$ cat src/rtl/ram_port_arbiter.sv
// Shares one RAM port between a single-word CPU requester (m0) and an
// incrementing-address burst engine (m1) with round-robin arbitration.
module ram_port_arbiter #(
    parameter int DATA_WIDTH = 16,
    parameter int ADDR_WIDTH = 10,
    parameter int MAX_BURST  = 8,
    parameter int LEN_W      = $clog2(MAX_BURST + 1)
) (
    input  logic                  clk,
    input  logic                  rst_n,
    input  logic                  m0_req,
    input  logic                  m0_we,
    input  logic [ADDR_WIDTH-1:0] m0_addr,
    input  logic [DATA_WIDTH-1:0] m0_wdata,
    output logic                  m0_gnt,
    output logic                  m0_rvalid,
    output logic [DATA_WIDTH-1:0] m0_rdata,
    input  logic                  m1_start,
    input  logic                  m1_we,
    input  logic [ADDR_WIDTH-1:0] m1_base,
    input  logic [LEN_W-1:0]      m1_len,
    input  logic [DATA_WIDTH-1:0] m1_wdata,
    output logic                  m1_wready,
    output logic                  m1_rvalid,
    output logic [DATA_WIDTH-1:0] m1_rdata,
    output logic                  m1_busy,
    output logic                  m1_done,
    output logic [ADDR_WIDTH-1:0] ram_addr,
    output logic [DATA_WIDTH-1:0] ram_data,
    output logic                  ram_we,
    input  logic [DATA_WIDTH-1:0] ram_q
);

    typedef enum logic [1:0] {IDLE, RUN, DRAIN, DONE} state_e;

    state_e                state_q, state_d;
    logic [ADDR_WIDTH-1:0] base_q, base_d;
    logic [LEN_W-1:0]      len_q, len_d;
    logic [LEN_W-1:0]      off_q, off_d;
    logic                  we_q, we_d;
    logic                  last_q, last_d;   // 1: m1 was granted most recently
    logic                  rtag0_q, rtag1_q;

    logic                  m0_live;
    logic                  m1_req;
    logic                  gnt0, gnt1;
    logic [ADDR_WIDTH-1:0] burst_addr;
    logic                  last_beat;

    // m0 is gated by reset so every output reads 0 while rst_n is low
    assign m0_live    = m0_req & rst_n;
    assign m1_req     = (state_q == RUN);
    assign gnt0       = m0_live & (~m1_req | last_q);
    assign gnt1       = m1_req & (~m0_live | ~last_q);
    assign burst_addr = base_q + ADDR_WIDTH'(off_q);
    assign last_beat  = ((off_q + LEN_W'(1)) == len_q);

    always_comb begin
        state_d = state_q;
        base_d  = base_q;
        len_d   = len_q;
        off_d   = off_q;
        we_d    = we_q;
        case (state_q)
            IDLE: begin
                if (m1_start) begin
                    base_d = m1_base;
                    we_d   = m1_we;
                    off_d  = '0;
                    if (m1_len > LEN_W'(MAX_BURST)) begin
                        len_d = LEN_W'(MAX_BURST);
                    end else begin
                        len_d = m1_len;
                    end
                    state_d = (m1_len == '0) ? DONE : RUN;
                end
            end
            RUN: begin
                if (gnt1) begin
                    off_d = off_q + LEN_W'(1);
                    if (last_beat) begin
                        off_d   = '0;
                        state_d = we_q ? DONE : DRAIN;
                    end
                end
            end
            DRAIN:   state_d = DONE;
            DONE:    state_d = IDLE;
            default: state_d = IDLE;
        endcase
    end

    always_comb begin
        last_d = last_q;
        if (gnt0) begin
            last_d = 1'b0;
        end else if (gnt1) begin
            last_d = 1'b1;
        end
    end

    always_ff @(posedge clk or negedge rst_n) begin
        if (!rst_n) begin
            state_q <= IDLE;
            base_q  <= '0;
            len_q   <= '0;
            off_q   <= '0;
            we_q    <= 1'b0;
            last_q  <= 1'b1;
            rtag0_q <= 1'b0;
            rtag1_q <= 1'b0;
        end else begin
            state_q <= state_d;
            base_q  <= base_d;
            len_q   <= len_d;
            off_q   <= off_d;
            we_q    <= we_d;
            last_q  <= last_d;
            rtag0_q <= gnt0 & ~m0_we;
            rtag1_q <= gnt1 & ~we_q;
        end
    end

    always_comb begin
        ram_addr = '0;
        ram_data = '0;
        ram_we   = 1'b0;
        if (gnt0) begin
            ram_addr = m0_addr;
            ram_data = m0_wdata;
            ram_we   = m0_we;
        end else if (gnt1) begin
            ram_addr = burst_addr;
            ram_data = m1_wdata;
            ram_we   = we_q;
        end
    end

    assign m0_gnt    = gnt0;
    assign m0_rvalid = rtag0_q;
    assign m0_rdata  = rtag0_q ? ram_q : '0;
    assign m1_wready = gnt1 & we_q;
    assign m1_rvalid = rtag1_q;
    assign m1_rdata  = rtag1_q ? ram_q : '0;
    assign m1_busy   = (state_q != IDLE);
    assign m1_done   = (state_q == DONE);

endmodule
$ cat config.mk
export PLATFORM = sky130hd
export DESIGN_NAME = ram_port_arbiter
export DESIGN_NICKNAME = d
export VERILOG_FILES = /design/src/rtl/ram_port_arbiter.sv
export SDC_FILE = /design/constraint.sdc
export NUM_CORES = 1
export LEC_CHECK = 0
export CORE_UTILIZATION = 37
export DETAILED_ROUTE_END_ITERATION = 16
export GPL_ROUTABILITY_DRIVEN = 1
export PLACE_DENSITY = 0.87
export SLEW_MARGIN = 20
export SYNTH_ARGS = -nofsm -noshare
export SYNTH_HDL_FRONTEND = slang
export SYNTH_SLANG_ARGS = --single-unit
$ cat constraint.sdc
create_clock -name clk -period 3 [get_ports clk]
set_input_delay 0.3 -clock clk [delete_from_list [all_inputs] [get_ports clk]]
set_output_delay 0.3 -clock clk [all_outputs]
set_load 0.005 [all_outputs]
# ---- Word level (Yosys, flattened, before mapping)
# Index checks and enable logic that the tools add are counted.
dict set report classes {
  add_sub_neg 2
  n_lt_le_gt_ge 1
  n_eq_ne 7
  muxes 21
  bitwise_logic 13
  reduce_logical 8
}
# cell count
set ops {}
lappend ops {{16-bit 2-to-1 mux} 4}
lappend ops {{10-bit 2-to-1 mux} 2}
lappend ops {{4-bit 2-to-1 mux} 4}
lappend ops {{10-bit by 4-bit adder with 10-bit output} 1}
lappend ops {{2-bit 2-to-1 mux} 4}
lappend ops {{2-bit case mux with 4 select lines} 1}
lappend ops {{4-bit case mux with 2 select lines} 1}
lappend ops {{1-bit AND} 6}
lappend ops {{3-bit AND reduction} 2}
lappend ops {{2-bit nonzero test} 3}
lappend ops {{1-bit 2-to-1 mux} 5}
lappend ops {{1-bit NOT} 5}
lappend ops {{4-bit by 1-bit adder with 4-bit output, second input constant} 1}
lappend ops {{2-bit equality test, second input constant} 2}
lappend ops {{4-bit equality test} 1}
lappend ops {{4-bit greater-than comparator, second input constant} 1}
lappend ops {{4-bit logical NOT} 1}
lappend ops {{2-bit by 1-bit inequality test with 1-bit output, second input constant} 2}
lappend ops {{2-bit by 1-bit equality test with 1-bit output, second input constant} 1}
lappend ops {{2-bit logical NOT} 1}
lappend ops {{2-bit inequality test, second input constant} 1}
lappend ops {{1-bit OR} 2}
lappend ops {{2-bit AND reduction} 1}
dict set report word_totals {
  register_bits 24
  input_bits 78
  out_inout_bits 65
  word_cells 60
}

# ---- Logic depth before layout (Yosys ltp)
# Gate-level depths: netlist (run 1).
dict set report logic_depth {
  word_depth 6
  ltp_mapped 8
  ltp_nobuf 8
}

# ---- Least setup slack after synthesis (run 1)
# No wires, ideal clock.
dict set report synth_timing {
  path_kind {register -> output}
  start {register off_q[1]}
  end {output port ram_addr[9]}
  arrival_time_ps 1670
  t_required_ps 2700
  path_slack_ps 1030
  stages_incl_launch_ff 7
  path_buffers 0
  cell_sequence {dfrtp_1 > ha_1 > a21o_1 > a21o_1 > a21oi_2 > nor4_1 > or3_1}
}
dict set report synth_via {
  elab_chain_len 3
}
# element line_no
set synth_lines {}
lappend synth_lines {{from (decl)} 39} ;# logic [LEN_W-1:0] off_q, off_d;
lappend synth_lines {{from (signal assigned)} 107} ;# off_q <= '0;
lappend synth_lines {{from (signal assigned)} 116} ;# off_q <= off_d;
lappend synth_lines {{10-bit by 4-bit adder with 10-bit output} 55} ;# assign burst_addr = base_q + ADDR_WIDTH'(off_q);
lappend synth_lines {{10-bit 2-to-1 mux} 132} ;# end else if (gnt1) begin
lappend synth_lines {{10-bit 2-to-1 mux} 128} ;# if (gnt0) begin
lappend synth_lines {{to (decl)} 28} ;# output logic [ADDR_WIDTH-1:0] ram_addr,
# No other way between the ends.

# ---- Worst setup path after layout (run 1)
dict set report layout_timing {
  start {register state_q[1]}
  end {output port ram_addr[7]}
}
dict set report layout_via {
  elab_chain_len 5
  word_cells_on_any_way 7
  classes_between {eq/ne (1); mux (2); bitwise (4)}
}
# element line_no
set layout_lines {}
lappend layout_lines {{from (decl)} 36} ;# state_e state_q, state_d;
lappend layout_lines {{from (signal assigned)} 113} ;# state_q <= state_d;
lappend layout_lines {{2-bit by 1-bit equality test with 1-bit output (*)} 52} ;# assign m1_req = (state_q == RUN);
lappend layout_lines {{1-bit NOT} 53} ;# assign gnt0 = m0_live & (~m1_req | last_q);
lappend layout_lines {{1-bit OR} 53}
lappend layout_lines {{1-bit AND} 53}
lappend layout_lines {{10-bit 2-to-1 mux (*)} 128}
# Mark *: on every way between the ends. The rest lies on a longest branch, timed or not.

==> results of run 1 <==
[kinds of logic (layout without fill, tap and decap cells)]
family	count (synthesis)	in the layout
and+or+nand+nor	78	78
AOI/OAI and AO/OA	47	47
DFF	24	24
buffers and inverters	20	162
muxes	15	15
xor gates and xnor gates	11	11
adders and majority gates	10	10
[how the worst max path moves through the flow]
stage | from | to | slack, ns | cells past startpoint
after floorplan | off_q[1] | ram_addr[9] | 1.03 | 6
after global placement | rst_n | ram_addr[9] | 0.45 | 6
after detailed placement | rst_n | ram_addr[9] | 0.41 | 6
after CTS | state_q[1] | ram_addr[7] | 0.14 | 6
after global routing | state_q[1] | ram_addr[7] | 0.008 | 6
final | state_q[1] | ram_addr[7] | 0.14 | 6
[flip-flops by register name, indices dropped and copies added (netlist names)]
name       cells
len_q          4
base_q        10
m0_rvalid      1
state_q        2
last_q         1
m1_rvalid      1
off_q          4
we_q           1
[power by group through the flow]
stage                     logic, mW  registers [mW]  clock network, mW
final                          1.63           0.659              0.219
after detailed placement       1.64           0.659                  0
after global placement         1.60           0.654                  0
after global routing           1.78           0.681              0.237
after floorplan               0.913           0.596                  0
after CTS                      1.64           0.654              0.224
[synth_stat cells, types with 3 or more instances]
master	number
a22o_1	20
nand3_1	5
nand2b_1	3
nand2_1	15
nor2_1	3
and2_1	33
a21o_1	4
buf_2	5
o21ai_0	5
nor2b_1	4
mux2_2	13
and3_1	3
o21ai_1	6
xnor2_1	5
xor2_1	5
clkbuf_1	4
dfrtp_1	23
ha_1	9
inv_1	10
[stage by stage]
step	cells	setup slack, ns	util	hold slack, ns
finish	414	0.142	0.718	0.391
global route	414	0.00820	0.718	0.411
CTS	414	0.136	0.718	0.388
detailed placement	410	0.415	0.706	0.494
global placement	410	0.451	0.706	0.492
floorplan	205	1.03	-	0.00441
[routing by layer]
| layer | track usage | vias up |
|---|---|---|
| li1 | - | 1011 |
| met1 | 0.261 | 947 |
| met2 | 0.398 | 91 |
| met3 | 0.0384 | 6 |
| met4 | 0.0534 | 0 |
| met5 | 0 | - |
[what timing repair did]
| action | 4_1_cts | 5_1_grt |
|---|---|---|
| setup endpoints to repair | 0 | 2 |
| setup buffers | 0 | 0 |
| resized for setup | 0 | 1 |
[cell type report]
type	count	area, µm²
Timing Repair Buffer	148	1470
Clock buffer	4	55.1
Multi-Input combinational cell	161	1210
Tap cell	67	83.8
Fill cell	403	1360
Sequential cell	24	603
Inverter	10	37.5
==> flow_summary.json, run 1 <==
{
  "period_minus_slack_ns": 2.86,
  "cts_tree": "built",
  "post-route-period-util": 0.953,
  "rr_startpoint": "state_q[1]",
  "cts_hold_buf": 0,
  "diodes": 0,
  "fin_worst_skew_ns": 0.00513,
  "cts.clk_slew.worst_paths_ns": 0.09,
  "slew_headroom": 0.558,
  "synthMuxAreaShare": 0.0878,
  "synth.area.top_cells": "dfrtp_1 (30%), and2_1 (11%), a22o_1 (9.2%)",
  "synth-xor-area-share": 0.0581,
  "finalHoldViolations": 0,
  "final_cell_mix": "clkdlybuf4s50_1 (142), and2_1 (33), dfrtp_1 (22)",
  "status": "finished clean",
  "route.met2.wl_um": 3140,
  "firstDrtPassIters": 4,
  "required_ns": 2.70,
  "rr_endpoint": "off_q[0]",
  "io_buffers": 142,
  "path_cells": "inv_1, ha_1, nand2_2, or4_1, nand3_1, clkdlybuf4s50_1",
  "dr_wl_met3_um": 411,
  "overflow": 0,
  "synth_edf_count": 0,
  "rsz0062_at_grt": "false",
  "grt_max_degree": 20,
  "cpMaxStageDelayCell": "or4_1",
  "worst_pin_slew_ns": 0.661,
  "reg2reg_depth": 6,
  "rows": 25,
  "die_y_um": 73.6,
  "yosysTopAreaCell": "dfrtp_1",
  "cts_buffers": 3,
  "place_congestion": 0.761,
  "crit_fanout": 12,
  "start_util": 0.394,
  "crit_type": "reg -> out",
  "sw_frac_of_total": 0.375,
  "synth_top_family_by_area": "simple AND/OR/NAND/NOR gates",
  "switchingPower_mw": 0.940,
  "drv_slew": 0,
  "final_nets": 436,
  "clockPowerShare": 0.087,
  "final.setup.tns_ns": 0,
  "syn-num-nets": 293,
  "drt-total-wl_um": 6050,
  "cellPowerDensity_nw_per_um2": 726,
  "ant_nets": 0,
  "timing.fmax_mhz": 350,
  "layout-drive-gt1-share": 0.0865,
  "end_kind": "output pin",
  "cpPeakStageDelay_ns": 0.53,
  "die_x_um": 73.6,
  "ys.flop_type": "dfrtp_1",
  "async_flop_share": 1.00,
  "worst-r2r-setup-slack_ns": 1.13,
  "cts_buffer_depth": 2,
  "synth_fa_ha_area_frac": 0.0700,
  "p_leak_nw": 1.47,
  "combPwrFrac": 0.650,
  "cts_max_level": 1,
  "antenna_found_initial": 0,
  "grt_pass1_wl_um": 9090,
  "synth_top_area_frac": 0.304,
  "m1WireLength_um": 2440,
  "insertion_delay_ns": 0.26,
  "drc_errors": 0,
  "drt_iter0_markers": 58,
  "finalPower_mw": 2.51,
  "postSynthAreaPerCell_um2": 9.25,
  "synthSimpleGateAreaFrac": 0.237,
  "hp-class": "in -> async",
  "yosysSeqAreaShare": 0.317,
  "synth_area_um2": 1900,
  "io-pin-count": 143,
  "synth.distinct_cells": 42,
  "critical_path_buf_inv_count": 2,
  "ys_warn_count": 0,
  "peakVddDrop_mv": 0.591,
  "area_growth_pct": 82.4,
  "critical_path.startpoint_type": "register",
  "detail_route.wl_per_cell_um": 14.6,
  "synth_seq_cells": 24,
  "cellInternalPower_mw": 1.57,
  "setup_violations": 0,
  "die_area_um2": 5410,
  "placedInstanceArea_um2": 3400,
  "clock-sinks": 24,
  "grt_pass1_vias": 1919,
  "clockRootBuffer": "clkbuf_8",
  "synth_compound_area_frac": 0.187,
  "crit_arrival_ns": 2.56,
  "max_cap_violations": 0,
  "postSynthCellCount": 205,
  "dp_hpwl_um": 5090,
  "critPathTopFamily": "simple AND/OR/NAND/NOR gates",
  "viasPerCell": 4.96,
  "fp.coreArea_um2": 4820,
  "final_common_cell": "clkdlybuf4s50_1",
  "grt_usage": 0.217,
  "p_seq_frac": 0.263,
  "fin_area_um2": 3460,
  "highest_layer": "met4",
  "vias": 2055
}
(Power assumes the default switching activity.)
==> run 2, diff against run 1 <==
--- a/config.mk
+++ b/config.mk
@@ -9,6 +9,7 @@
 export DETAILED_ROUTE_END_ITERATION = 16
 export GPL_ROUTABILITY_DRIVEN = 1
 export PLACE_DENSITY = 0.87
+export REMOVE_ABC_BUFFERS = 1
 export SLEW_MARGIN = 20
 export SYNTH_ARGS = -nofsm -noshare
 export SYNTH_HDL_FRONTEND = slang
==> run 2 against run 1 <==
Effect of this change: register-to-register slack improved by 0.04 ns; flip-flop and latch count stayed put; routed wire length rose by 4.1%; maximum frequency shrank 0.61%; global-route usage is 0.81 points higher; sequential power decreased by 2%; sequential share of layout area shrank 0.082 points; largest power group unchanged; highest routed layer unchanged; via count down 0.19%; clock power grew 28%; combinational power increased by 2%; worst setup slack worse by 0.018 ns; largest cell class unchanged.
==> flow_summary.json, run 2 (synthesized netlist as in run 1, its figures left out) <==
{
  "final_nets": 436,
  "final_cell_mix": "clkdlybuf4s50_1 (142), and2_1 (33), dfrtp_1 (22)",
  "dp_hpwl_um": 5150,
  "required_ns": 2.70,
  "clock-sinks": 24,
  "finalPower_mw": 2.60,
  "place_congestion": 0.772,
  "rr_startpoint": "state_q[0]",
  "drt_iter0_markers": 44,
  "cts_max_level": 1,
  "drc_errors": 0,
  "drv_slew": 0,
  "overflow": 0,
  "firstDrtPassIters": 4,
  "crit_arrival_ns": 2.58,
  "critical_path.startpoint_type": "register",
  "slew_headroom": 0.525,
  "rows": 25,
  "drt-total-wl_um": 6290,
  "fp.coreArea_um2": 4820,
  "fin_worst_skew_ns": 0.00527,
  "finalHoldViolations": 0,
  "timing.fmax_mhz": 348,
  "ant_nets": 0,
  "detail_route.wl_per_cell_um": 15.2,
  "hp-class": "in -> async",
  "status": "finished clean",
  "die_x_um": 73.6,
  "io_buffers": 142,
  "end_kind": "output pin",
  "post-route-period-util": 0.958,
  "rsz0062_at_grt": "false",
  "crit_type": "reg -> out",
  "layout-drive-gt1-share": 0.0865,
  "grt_usage": 0.225,
  "cts_setup_buffers": 0,
  "antenna_found_initial": 0,
  "period_minus_slack_ns": 2.88,
  "peakVddDrop_mv": 0.586,
  "worst_pin_slew_ns": 0.710,
  "clockRootBuffer": "clkbuf_8",
  "setup_violations": 0,
  "cts_buffers": 3,
  "cts_buffer_depth": 2,
  "vias": 2051,
  "cellPowerDensity_nw_per_um2": 747,
  "area_growth_pct": 83.3,
  "die_y_um": 73.6,
  "regMostFlops": "base_q",
  "start_util": 0.394,
  "cts.clk_slew.worst_paths_ns": 0.09,
  "io-pin-count": 143,
  "p_leak_nw": 1.48,
  "grt_max_degree": 23,
  "grt_pass1_vias": 1898,
  "final_common_cell": "clkdlybuf4s50_1",
  "largest_reg_flops": 10,
  "grt_pass1_wl_um": 9360,
  "max_cap_violations": 0,
  "rr_endpoint": "base_q[1]",
  "worst-r2r-setup-slack_ns": 1.17,
  "die_area_um2": 5410,
  "final.setup.tns_ns": 0,
  "reg_top3": "base_q (10), len_q (4), off_q (4)",
  "insertion_delay_ns": 0.27,
  "viasPerCell": 4.95,
  "diodes": 0,
  "reg2reg_depth": 4,
  "hold_ws_ns": 0.259,
  "crit_fanout": 6,
  "cts_tree": "built"
}
[run 2: cell types whose count changed in the layout (fill, tap and decap cells not counted), sizes merged]
cell    delta
bufinv     +1
clkbuf     -1
[run 2: what timing repair did]
item / in CTS / in global routing
hold buffers: 0 / 0
hold endpoints to repair: 0 / 0
setup endpoints to repair: 0 / 2
resized for setup: 0 / 1
[run 2: worst max-delay path by stage]
stage | startpoint | end | slack [ns]
2_1_floorplan | state_q[1] | ram_addr[9] | 0.92
3_3_place_gp | rst_n | ram_addr[9] | 0.33
3_5_place_dp | rst_n | ram_addr[9] | 0.28
4_1_cts | off_q[0] | ram_addr[6] | 0.12
5_1_grt | off_q[1] | ram_addr[9] | 0.03
6_report | off_q[1] | ram_addr[9] | 0.12
[run 2: where the power goes]
group | switching (mW) | internal [mW]
combinational | 0.676 | 0.989
clock | 0.103 | 0.178
sequential | 0.170 | 0.479
[run 2: cell type report]
class	instances	area, µm²
Timing Repair Buffer	148	1470
Fill cell	379	1340
Multi-Input combinational cell	161	1210
Sequential cell	24	603
Tap cell	67	83.8
Clock buffer	3	41.3
Inverter	10	37.5
Clock inverter	1	30.0
[run 2: worst max-delay path, cell delays in order (launching register included)]
cell	delay (ns)
dfrtp_1	0.45
ha_1	0.30
a21o_1	0.18
a21o_1	0.21
a21oi_2	0.27
nor4_1	0.08
or3_1	0.38
clkdlybuf4s50_1	0.45
[run 2: metrics by stage]
step                setup WS (ns)   util  std cells  area, µm²
floorplan                   0.922      -        195       1850
global placement            0.329  0.706        410       3400
detailed placement          0.281  0.706        410       3400
CTS                         0.116  0.721        414       3470
global route               0.0288  0.721        414       3470
finish                      0.125  0.721        414       3470
[run 2: metal layers]
metal | share of wire | track usage
met2 | 0.52 | 0.411
met1 | 0.39 | 0.271
met3 | 0.072 | 0.0398
met4 | 0.016 | 0.0577
met5 | 0 | 0
==> run 3, diff against run 2 <==
--- a/config.mk
+++ b/config.mk
@@ -6,6 +6,7 @@
 export NUM_CORES = 1
 export LEC_CHECK = 0
 export CORE_UTILIZATION = 37
+export CTS_CLUSTER_SIZE = 14
 export DETAILED_ROUTE_END_ITERATION = 16
 export GPL_ROUTABILITY_DRIVEN = 1
 export PLACE_DENSITY = 0.87
==> results of run 3 <==
Same layout as run 2: the final DEF is identical, and so are final timing and power.
